### config.mk
export PLATFORM = sky130hd
export DESIGN_NAME = divisor
export DESIGN_NICKNAME = d
export VERILOG_FILES = /design/src/rtl/divisor_pkg.sv /design/src/rtl/divisor_counter.sv /design/src/rtl/divisor.sv
export SDC_FILE = /design/constraint.sdc
export NUM_CORES = 1
export LEC_CHECK = 0
export BUFFER_PORTS_ARGS = -buffer_cell sky130_fd_sc_hd__buf_2
export CORE_AREA = 2 2 39 41
export CTS_CLUSTER_SIZE = 14
export DETAILED_ROUTE_END_ITERATION = 6
export DIE_AREA = 0 0 41 43
export SLEW_MARGIN = 15
export SYNTH_ARGS = -nofsm -noshare
export SYNTH_HDL_FRONTEND = slang
export SYNTH_HIERARCHICAL = 1
export SYNTH_SLANG_ARGS = --single-unit
### constraint.sdc
create_clock -name Clk_in -period 1 [get_ports Clk_in]
set_input_delay 0.2 -clock Clk_in [delete_from_list [all_inputs] [get_ports Clk_in]]
set_output_delay 0.2 -clock Clk_in [all_outputs]
set_load 0.05 [all_outputs]
### src/rtl/divisor_pkg.sv
// Constant helpers that derive the divide ratio and phase lengths from the
// input and output clock frequencies.
package divisor_pkg;

    function automatic int unsigned div_n(input int unsigned f, input int unsigned r);
        return (r == 0) ? 0 : f / r;
    endfunction

    function automatic int unsigned div_low(input int unsigned f, input int unsigned r);
        return div_n(f, r) / 2;
    endfunction

    // Odd ratios give the spare cycle to the high phase.
    function automatic int unsigned div_high(input int unsigned f, input int unsigned r);
        return div_n(f, r) - div_low(f, r);
    endfunction

    function automatic int unsigned div_cnt_width(input int unsigned f, input int unsigned r);
        int unsigned h;
        h = div_high(f, r);
        return (h <= 1) ? 1 : $clog2(h);
    endfunction

endpackage

### src/rtl/divisor_counter.sv
// Phase counter: counts up from zero and clears itself when it reaches the
// loaded terminal value (phase length minus one).
module divisor_counter #(
    parameter int unsigned CW = 1
) (
    input  logic          clk,
    input  logic          rst,
    input  logic [CW-1:0] i_len_m1,
    output logic [CW-1:0] o_count,
    output logic          o_tc
);

    logic [CW-1:0] r_count;

    always_ff @(posedge clk) begin
        if (rst) begin
            r_count <= '0;
        end else if (o_tc) begin
            r_count <= '0;
        end else begin
            r_count <= r_count + CW'(1);
        end
    end

    assign o_tc    = (r_count == i_len_m1);
    assign o_count = r_count;

endmodule

### src/rtl/divisor.sv
// Clock divider: Clk_out = Clk_in / (frecuency / reference_clocck), low phase
// first. Define DIVISOR_TICK_EN to add the registered Clk_tick rise pulse.
module divisor
    import divisor_pkg::*;
#(
    parameter int unsigned frecuency       = 50000000,
    parameter int unsigned reference_clocck = 1000000
) (
    input  logic Clk_in,
    input  logic reset,
    output logic Clk_out
`ifdef DIVISOR_TICK_EN
    ,
    output logic Clk_tick
`endif
);

    localparam int unsigned N    = div_n(frecuency, reference_clocck);
    localparam int unsigned LOW  = div_low(frecuency, reference_clocck);
    localparam int unsigned HIGH = div_high(frecuency, reference_clocck);
    localparam int unsigned CW   = div_cnt_width(frecuency, reference_clocck);

    if (reference_clocck == 0 || N < 2) begin : g_bad_ratio
        $fatal(1, "divisor: divide ratio %0d invalid (need reference_clocck > 0 and N >= 2)", N);
    end

    logic          r_clk_out;
    logic [CW-1:0] w_len_m1;
    logic [CW-1:0] w_count;
    logic          w_tc;

    // Terminal value follows the phase the output flop is currently in.
    assign w_len_m1 = r_clk_out ? CW'(HIGH - 1) : CW'(LOW - 1);

    divisor_counter #(.CW(CW)) u_cnt (
        .clk      (Clk_in),
        .rst      (reset),
        .i_len_m1 (w_len_m1),
        .o_count  (w_count),
        .o_tc     (w_tc)
    );

    always_ff @(posedge Clk_in) begin
        if (reset) begin
            r_clk_out <= 1'b0;
        end else if (w_tc) begin
            r_clk_out <= ~r_clk_out;
        end
    end

    assign Clk_out = r_clk_out;

    always_comb begin
        assert (w_count <= CW'(HIGH - 1));
    end

`ifdef DIVISOR_TICK_EN
    logic r_tick;

    // Fires on the same edge that raises Clk_out.
    always_ff @(posedge Clk_in) begin
        if (reset) begin
            r_tick <= 1'b0;
        end else begin
            r_tick <= w_tc & ~r_clk_out;
        end
    end

    assign Clk_tick = r_tick;
`endif

endmodule

# Word level (Yosys, flattened, before mapping)
# Cells that the tools add are included.
# word_totals
register_bits,6
in_bits,2
out_inout_bits,1
# op_classes
addsub,1
n_eq_ne,1
bitwise,1
n_reduce_logical,1
# op_table
op,count
"5-bit by 1-bit adder with 5-bit output, second input constant",1
"5-bit equality test, second input constant",1
2-bit OR reduction,1
1-bit NOT,1

# Logic depth before layout (Yosys ltp)
# Gate-level depths: netlist of run 1.
# depth
word_depth,2
mapped_depth,5

# Modules after synthesis
# Netlist of run 1, hierarchy kept.
# modules_own_cells
module,instances,cells_each,area_per_inst_um2,seq_area_each_um2
divisor_counter,1,28,262.8,100.1
divisor,1,5,40.0,20.0

# Least setup slack after synthesis of run 1
# No wires, ideal clock.
# synth_timing
kind,reg-to-reg
start,"register u_cnt.r_count[0], in the netlist u_cnt/o_count[0]"
end,"register r_clk_out, in the netlist Clk_out"
t_arrival_ps,956
slack_ps,-71
stages_incl_launch_ff,6
n_path_buf,0
path_cell_list,dfxtp_1 > xnor2_1 > nand4_2 > nor2_1 > xnor2_1 > nor2_1
# synth_via
elab_chain_cells,1
# synth_rtl
item,line,rtl
from (decl),divisor_counter.sv:13,logic [CW-1:0] r_count;
from (signal assigned),divisor_counter.sv:21,r_count <= r_count + CW'(1);
5-bit equality test,divisor_counter.sv:25,assign o_tc = (r_count == i_len_m1);
named net w_tc,divisor.sv:30,logic w_tc;
to (signal assigned),divisor.sv:47,r_clk_out <= ~r_clk_out;
to (decl),divisor.sv:27,logic r_clk_out;
# The timed path passes the listed nets, and every way through them passes these cells.
# A chain may end at the register's enable or synchronous reset.

# Final worst setup path of run 1
# Ends and elaborated chain as after synthesis.

==> impl_metrics.env, run 1 <==
export IMPL_outcome="finished, violations left"
export IMPL_violations="negative setup slack"
export IMPL_cts_buffers=3
export IMPL_tritoncts="built"
export IMPL_antenna_found_initial=0
export IMPL_vias=248
export IMPL_finalPower_uw=652
export IMPL_clkTransAtPathRegs_ps=50
export IMPL_top_layer_used="met4"
export IMPL_slew_violations=0
export IMPL_setup_ws_ps=-119
export IMPL_start_util=0.219
export IMPL_crit_end="Clk_out$_SDFFE_PP0P_"
export IMPL_via_per_inst=3.94
export IMPL_firstDrtPassIters=4
export IMPL_finalCriticalPeriod_ps=1120
export IMPL_ys_seq_elements=6
export IMPL_h_tree_depth=1
export IMPL_grt_pass1_wl_um=1120
export IMPL_die_area_um2=1760
export IMPL_ys_top_cells_by_area="dfxtp_1 (40%), xnor2_1 (14%), nor2_1 (8.7%), xor2_1 (5.8%), xnor2_2 (5.4%)"
export IMPL_antenna_left=0
export IMPL_setup_viol=6
export IMPL_clk_latency_ps=240
export IMPL_row_count=14
export IMPL_power_density_nw_per_um2=1320
export IMPL_cp_required_ps=1140
export IMPL_synth_top_cell_area_share=0.397
export IMPL_cts_buffer_depth=2
export IMPL_r2r_end="Clk_out$_SDFFE_PP0P_"
export IMPL_synth_top_family_by_area="XOR/XNOR gates"
export IMPL_regToRegSetupSlack_ps=-120
export IMPL_wl_um=669
export IMPL_p_leak_nw=0.210
export IMPL_hold_depth=2
export IMPL_cp_arrival_ps=1250
export IMPL_die_w_um=41
export IMPL_dr_wl_met2_um=392
export IMPL_startpoint="u_cnt/o_count[0]$_SDFF_PP0_"
export IMPL_rsz0062_at_grt="yes"
export IMPL_synth_cell_type_count=14
export IMPL_area_growth_syn_to_layout_pct=62.8
export IMPL_wl_per_cell_um=10.6
export IMPL_hp_class="in -> reg"
export IMPL_r2r_start="u_cnt/o_count[0]$_SDFF_PP0_"
export IMPL_synth_cells=33
export IMPL_final_hold_viol_count=0
export IMPL_ioPinCount=3
export IMPL_n_antenna_cell=0
export IMPL_synthFlopType="dfxtp_1"
export IMPL_drcViolationCount=0
export IMPL_cp_max_fo=4
export IMPL_synth_compound_area_share=0.0950
export IMPL_synthArstFlopShare=0
export IMPL_io_buffers=2
export IMPL_wl_met1_um=227
export IMPL_synthMuxAreaShare=0
export IMPL_gp_congestion=0.682
export IMPL_route_met3_wl_um=29
export IMPL_ys_seq_area_frac=0.397
export IMPL_hold_slack_ps=155
export IMPL_nets=52
export IMPL_drv_cap=0
export IMPL_clock_sinks=6
export IMPL_netlist_area_um2=303
export IMPL_synth_fa_ha_area_frac=0.0413
export IMPL_synth_simple_gate_area_frac=0.161
export IMPL_fin_crit_sh=1.12
export IMPL_grt_overflow=0
export IMPL_dieHeight_um=43
export IMPL_start_kind="register"
export IMPL_hpwl_um=380
export IMPL_layout_drive_gt1_share=0.468
export IMPL_rr_worst_depth=5
export IMPL_grt_use_total=0.0981
export IMPL_core_um2=1380
export IMPL_syn_area_per_cell_um2=9.18
export IMPL_grt_pass1_vias=276
export IMPL_drt_iter0_drc=3
export IMPL_peakVddDrop_mv=0.912
export IMPL_path_class="reg -> reg"
export IMPL_synthXorXnorAreaFrac=0.256
export IMPL_post_cts_buffers=0
export IMPL_endpoint_kind="register"
export IMPL_max_freq_mhz=894
export IMPL_synth_edf_count=0
export IMPL_cts_root_buf="clkbuf_4"
export IMPL_finalClockSkew_ps=6.27
export IMPL_grt_max_degree=5
export IMPL_synth_top_area_cell="dfxtp_1"
export IMPL_ys_warnings_count=6
Yosys cell counts, types with 2 or more instances:
| master | count |
|---|---|
| nor2_1 | 7 |
| dfxtp_1 | 6 |
| xnor2_1 | 5 |
| conb_1 | 2 |
| inv_1 | 2 |
| nand3_1 | 2 |
| xor2_1 | 2 |
registers in the layout, indices dropped and copies added, names as in the netlist:
name / flops
Clk_out: 1
u_cnt/o_count: 5
cell families (layout without fill, tap and decap cells):
family	Yosys count	count (layout)
AOI/OAI and AO/OA	4	4
xor gates and xnor gates	8	8
adders and majority gates	1	1
buffers and inverters	2	11
DFF	6	6
other	2	7
and+or+nand+nor	10	10
stage by stage:
step	std cells	util	setup TNS, ps	instance area (um^2)	worst slack, ps
2_1_floorplan	38	-	0	323	13.5
3_3_place_gp	60	0.277	-534	383	-109
3_5_place_dp	60	0.277	-611	383	-119
4_1_cts	63	0.320	-233	443	-68.6
5_1_grt	63	0.356	-858	493	-204
6_report	63	0.356	-386	493	-119
layer usage:
metal  track usage  vias to the layer above
met2         0.166                        6
met1        0.0954                      114
met5             0                        -
met4        0.0200                        0
li1              -                      126
met3        0.0628                        2
timing repair:
item	4_1_cts	5_1_grt
gates cloned	0	0
pin swaps	5	5
gates resized for setup	8	9
hold buffers	0	0
endpoints found under the setup margin	7	7
cell usage in the layout (no fill, tap or decap), types with 2 or more instances in the layout:
| master | instances |
|---|---|
| inv_1 | 2 |
| conb_1 | 7 |
| dfxtp_4 | 2 |
| nand3_1 | 2 |
| clkbuf_4 | 3 |
| dfxtp_2 | 3 |
| nor2_1 | 6 |
| buf_4 | 4 |
| xnor2_2 | 2 |
| xnor2_1 | 2 |
| xnor2_4 | 2 |
report_power, final:
group          leakage (nW)  switching [mW]  total [mW]  internal [mW]
Combinational         0.145          0.0672       0.148         0.0806
Clock                0.0138          0.0879       0.224          0.136
Sequential           0.0516          0.0229       0.280          0.258
worst max-delay path, cell delays in order (launching register included):
cell and delay [ps]:
dfxtp_4 360, xnor2_4 160, nand4_4 160, nor2_2 140, xnor2_1 140, nor2_1 60
final cells by class:
class                   instances  area, um^2
clock buffers                   3        22.5
flip-flops and latches          6         131
multi-input cells              30         265
fillers                       140         891
repair buffers                  6        46.3
inverters                       2        7.51
well taps                      16        20.0
worst min-delay path by stage:
stage / endpoint / from
final: Clk_out$_SDFFE_PP0P_ / reset
after global placement: u_cnt/o_count[4]$_SDFF_PP0_ / reset
after floorplan: u_cnt/o_count[4]$_SDFF_PP0_ / reset
after global routing: u_cnt/o_count[4]$_SDFF_PP0_ / reset
after detailed placement: u_cnt/o_count[4]$_SDFF_PP0_ / reset
after CTS: u_cnt/o_count[4]$_SDFF_PP0_ / reset
(Power assumes the default switching activity.)
==> run 2: changes to the inputs <==
clock period = 1.05 ns   (was 1 ns; I/O delays follow)
==> run 2 against run 1 <==
  * Die area unchanged
  * The run still ends with negative setup slack left
  * Final cell count decreased by 1.6%
  * Via count decreased by 7.3%
  * Routed wire length decreased by 18%
  * Critical endpoint unchanged
==> impl_metrics.env, run 2 (synthesized netlist as in run 1, its figures left out) <==
export IMPL_fill_cells=144
export IMPL_gp_congestion=0.692
export IMPL_cts_root_buf="clkbuf_4"
export IMPL_grt_use_total=0.0716
export IMPL_drv_cap=0
export IMPL_power_density_nw_per_um2=1270
export IMPL_cts_buffer_depth=2
export IMPL_pwr_share_comb=0.204
export IMPL_setup_ws_ps=-35.6
export IMPL_post_route_util=0.337
export IMPL_grt_overflow=0
export IMPL_power_frac_seq=0.444
export IMPL_placedCellCount=59
export IMPL_nets=51
export IMPL_core_um2=1380
export IMPL_drt_iter0_drc=0
export IMPL_grt_pass1_vias=219
export IMPL_max_freq_mhz=921
export IMPL_clkTransAtPathRegs_ps=40
export IMPL_power_share_clock=0.352
export IMPL_peakVddDrop_mv=1.08
export IMPL_die_w_um=41
export IMPL_cp_max_fo=4
export IMPL_finalCriticalPeriod_ps=1090
export IMPL_layout_drive_gt1_share=0.457
export IMPL_mostFrequentLayoutCells="conb_1 (7), nor2_1 (6), buf_4 (4)"
export IMPL_endpoint_kind="register"
export IMPL_fin_crit_sh=1.03
export IMPL_ioPinCount=3
export IMPL_drcViolationCount=0
export IMPL_vias=230
export IMPL_post_cts_buffers=0
export IMPL_tritoncts="built"
export IMPL_largest_register_ffs=5
export IMPL_clk_latency_ps=240
export IMPL_fin_setup_tns_ps=-54.2
export IMPL_p_int_uw=437
export IMPL_antenna_left=0
export IMPL_final_cell_area_um2=467
export IMPL_io_buffers=2
export IMPL_swShare=0.265
export IMPL_slew_violations=0
export IMPL_cp_required_ps=1180
export IMPL_final_cells=62
export IMPL_p_switching_uw=158
export IMPL_outcome="finished, violations left"
export IMPL_antenna_found_initial=0
export IMPL_cp_arrival_ps=1220
export IMPL_area_growth_syn_to_layout_pct=54.1
export IMPL_dieHeight_um=43
export IMPL_start_kind="register"
export IMPL_rsz0062_at_grt="yes"
export IMPL_start_util=0.219
export IMPL_n_antenna_cell=0
export IMPL_clock_sinks=6
export IMPL_cts_buffers=3
export IMPL_hold_slack_ps=162
export IMPL_wl_um=549
export IMPL_wl_per_cell_um=8.85
export IMPL_row_count=14
export IMPL_post_dp_cell_area_um2=374
export IMPL_firstDrtPassIters=1
export IMPL_die_area_um2=1760
export IMPL_final_common_cell="conb_1"
export IMPL_setup_viol=2
export IMPL_violations="negative setup slack"
export IMPL_grt_max_degree=5
export IMPL_path_class="reg -> reg"
export IMPL_hp_class="in -> reg"
export IMPL_h_tree_depth=1
export IMPL_grt_pass1_wl_um=814
export IMPL_finalClockSkew_ps=0.347
export IMPL_p_leak_nw=0.199
export IMPL_final_hold_viol_count=0
export IMPL_cts_hold_buffers_added=0
export IMPL_via_per_inst=3.71
==> run 2: per-layer routing <==
metal	global-route usage	vias to the layer above	share of wire
met5	0	-	0
met4	0.0200	0	0
met3	0.0471	0	0.051
met2	0.113	3	0.56
met1	0.0749	103	0.39
li1	-	124	-
==> run 2: cell type report <==
type	instances	area, um^2	area share
multi-input cells	30	254	0.544
repair buffers	5	35.0	0.0751
inverters	2	7.51	0.0161
flip-flops and latches	6	128	0.273
well taps	16	20.0	0.0429
clock buffers	3	22.5	0.0483
==> run 2: what timing repair did <==
action / 4_1_cts / 5_1_grt
resized for setup: 8 / 7
cloned: 0 / 0
pin swaps: 4 / 4
endpoints found under the setup margin: 7 / 6
==> run 2: worst paths after layout <==
| check | startpoint | to | slack [ps] | cells after the start |
|---|---|---|---|---|
| hold reg to reg | u_cnt/o_count[0]$_SDFF_PP0_ | u_cnt/o_count[0]$_SDFF_PP0_ | 470 | 1 |
| setup / recovery | u_cnt/o_count[1]$_SDFF_PP0_ | Clk_out$_SDFFE_PP0P_ | -40 | 5 |
| setup reg to reg | u_cnt/o_count[1]$_SDFF_PP0_ | Clk_out$_SDFFE_PP0P_ | -40 | 5 |
| hold / removal | reset | Clk_out$_SDFFE_PP0P_ | 160 | 2 |
==> run 2: stage by stage <==
step / setup slack (ps) / total power, mW
3_5_place_dp: -104 / 0.344
6_report: -35.6 / 0.595
5_1_grt: -133 / 0.632
4_1_cts: -35.5 / 0.578
3_3_place_gp: -68.0 / 0.344
2_1_floorplan: 13.1 / 0.322
==> run 2: power groups by stage <==
stage	combinational (mW)	clock, mW	sequential, mW
after floorplan	0.0573	0	0.264
after global placement	0.0839	0	0.260
after detailed placement	0.0842	0	0.260
after CTS	0.0983	0.218	0.262
after global routing	0.131	0.235	0.266
final	0.121	0.209	0.264
==> run 2: critical path: stages, from the launching register on <==
cell and delay (ps):
dfxtp_2 340, xnor2_2 180, nand4_4 160, nor2_2 140, xnor2_1 120, nor2_1 50
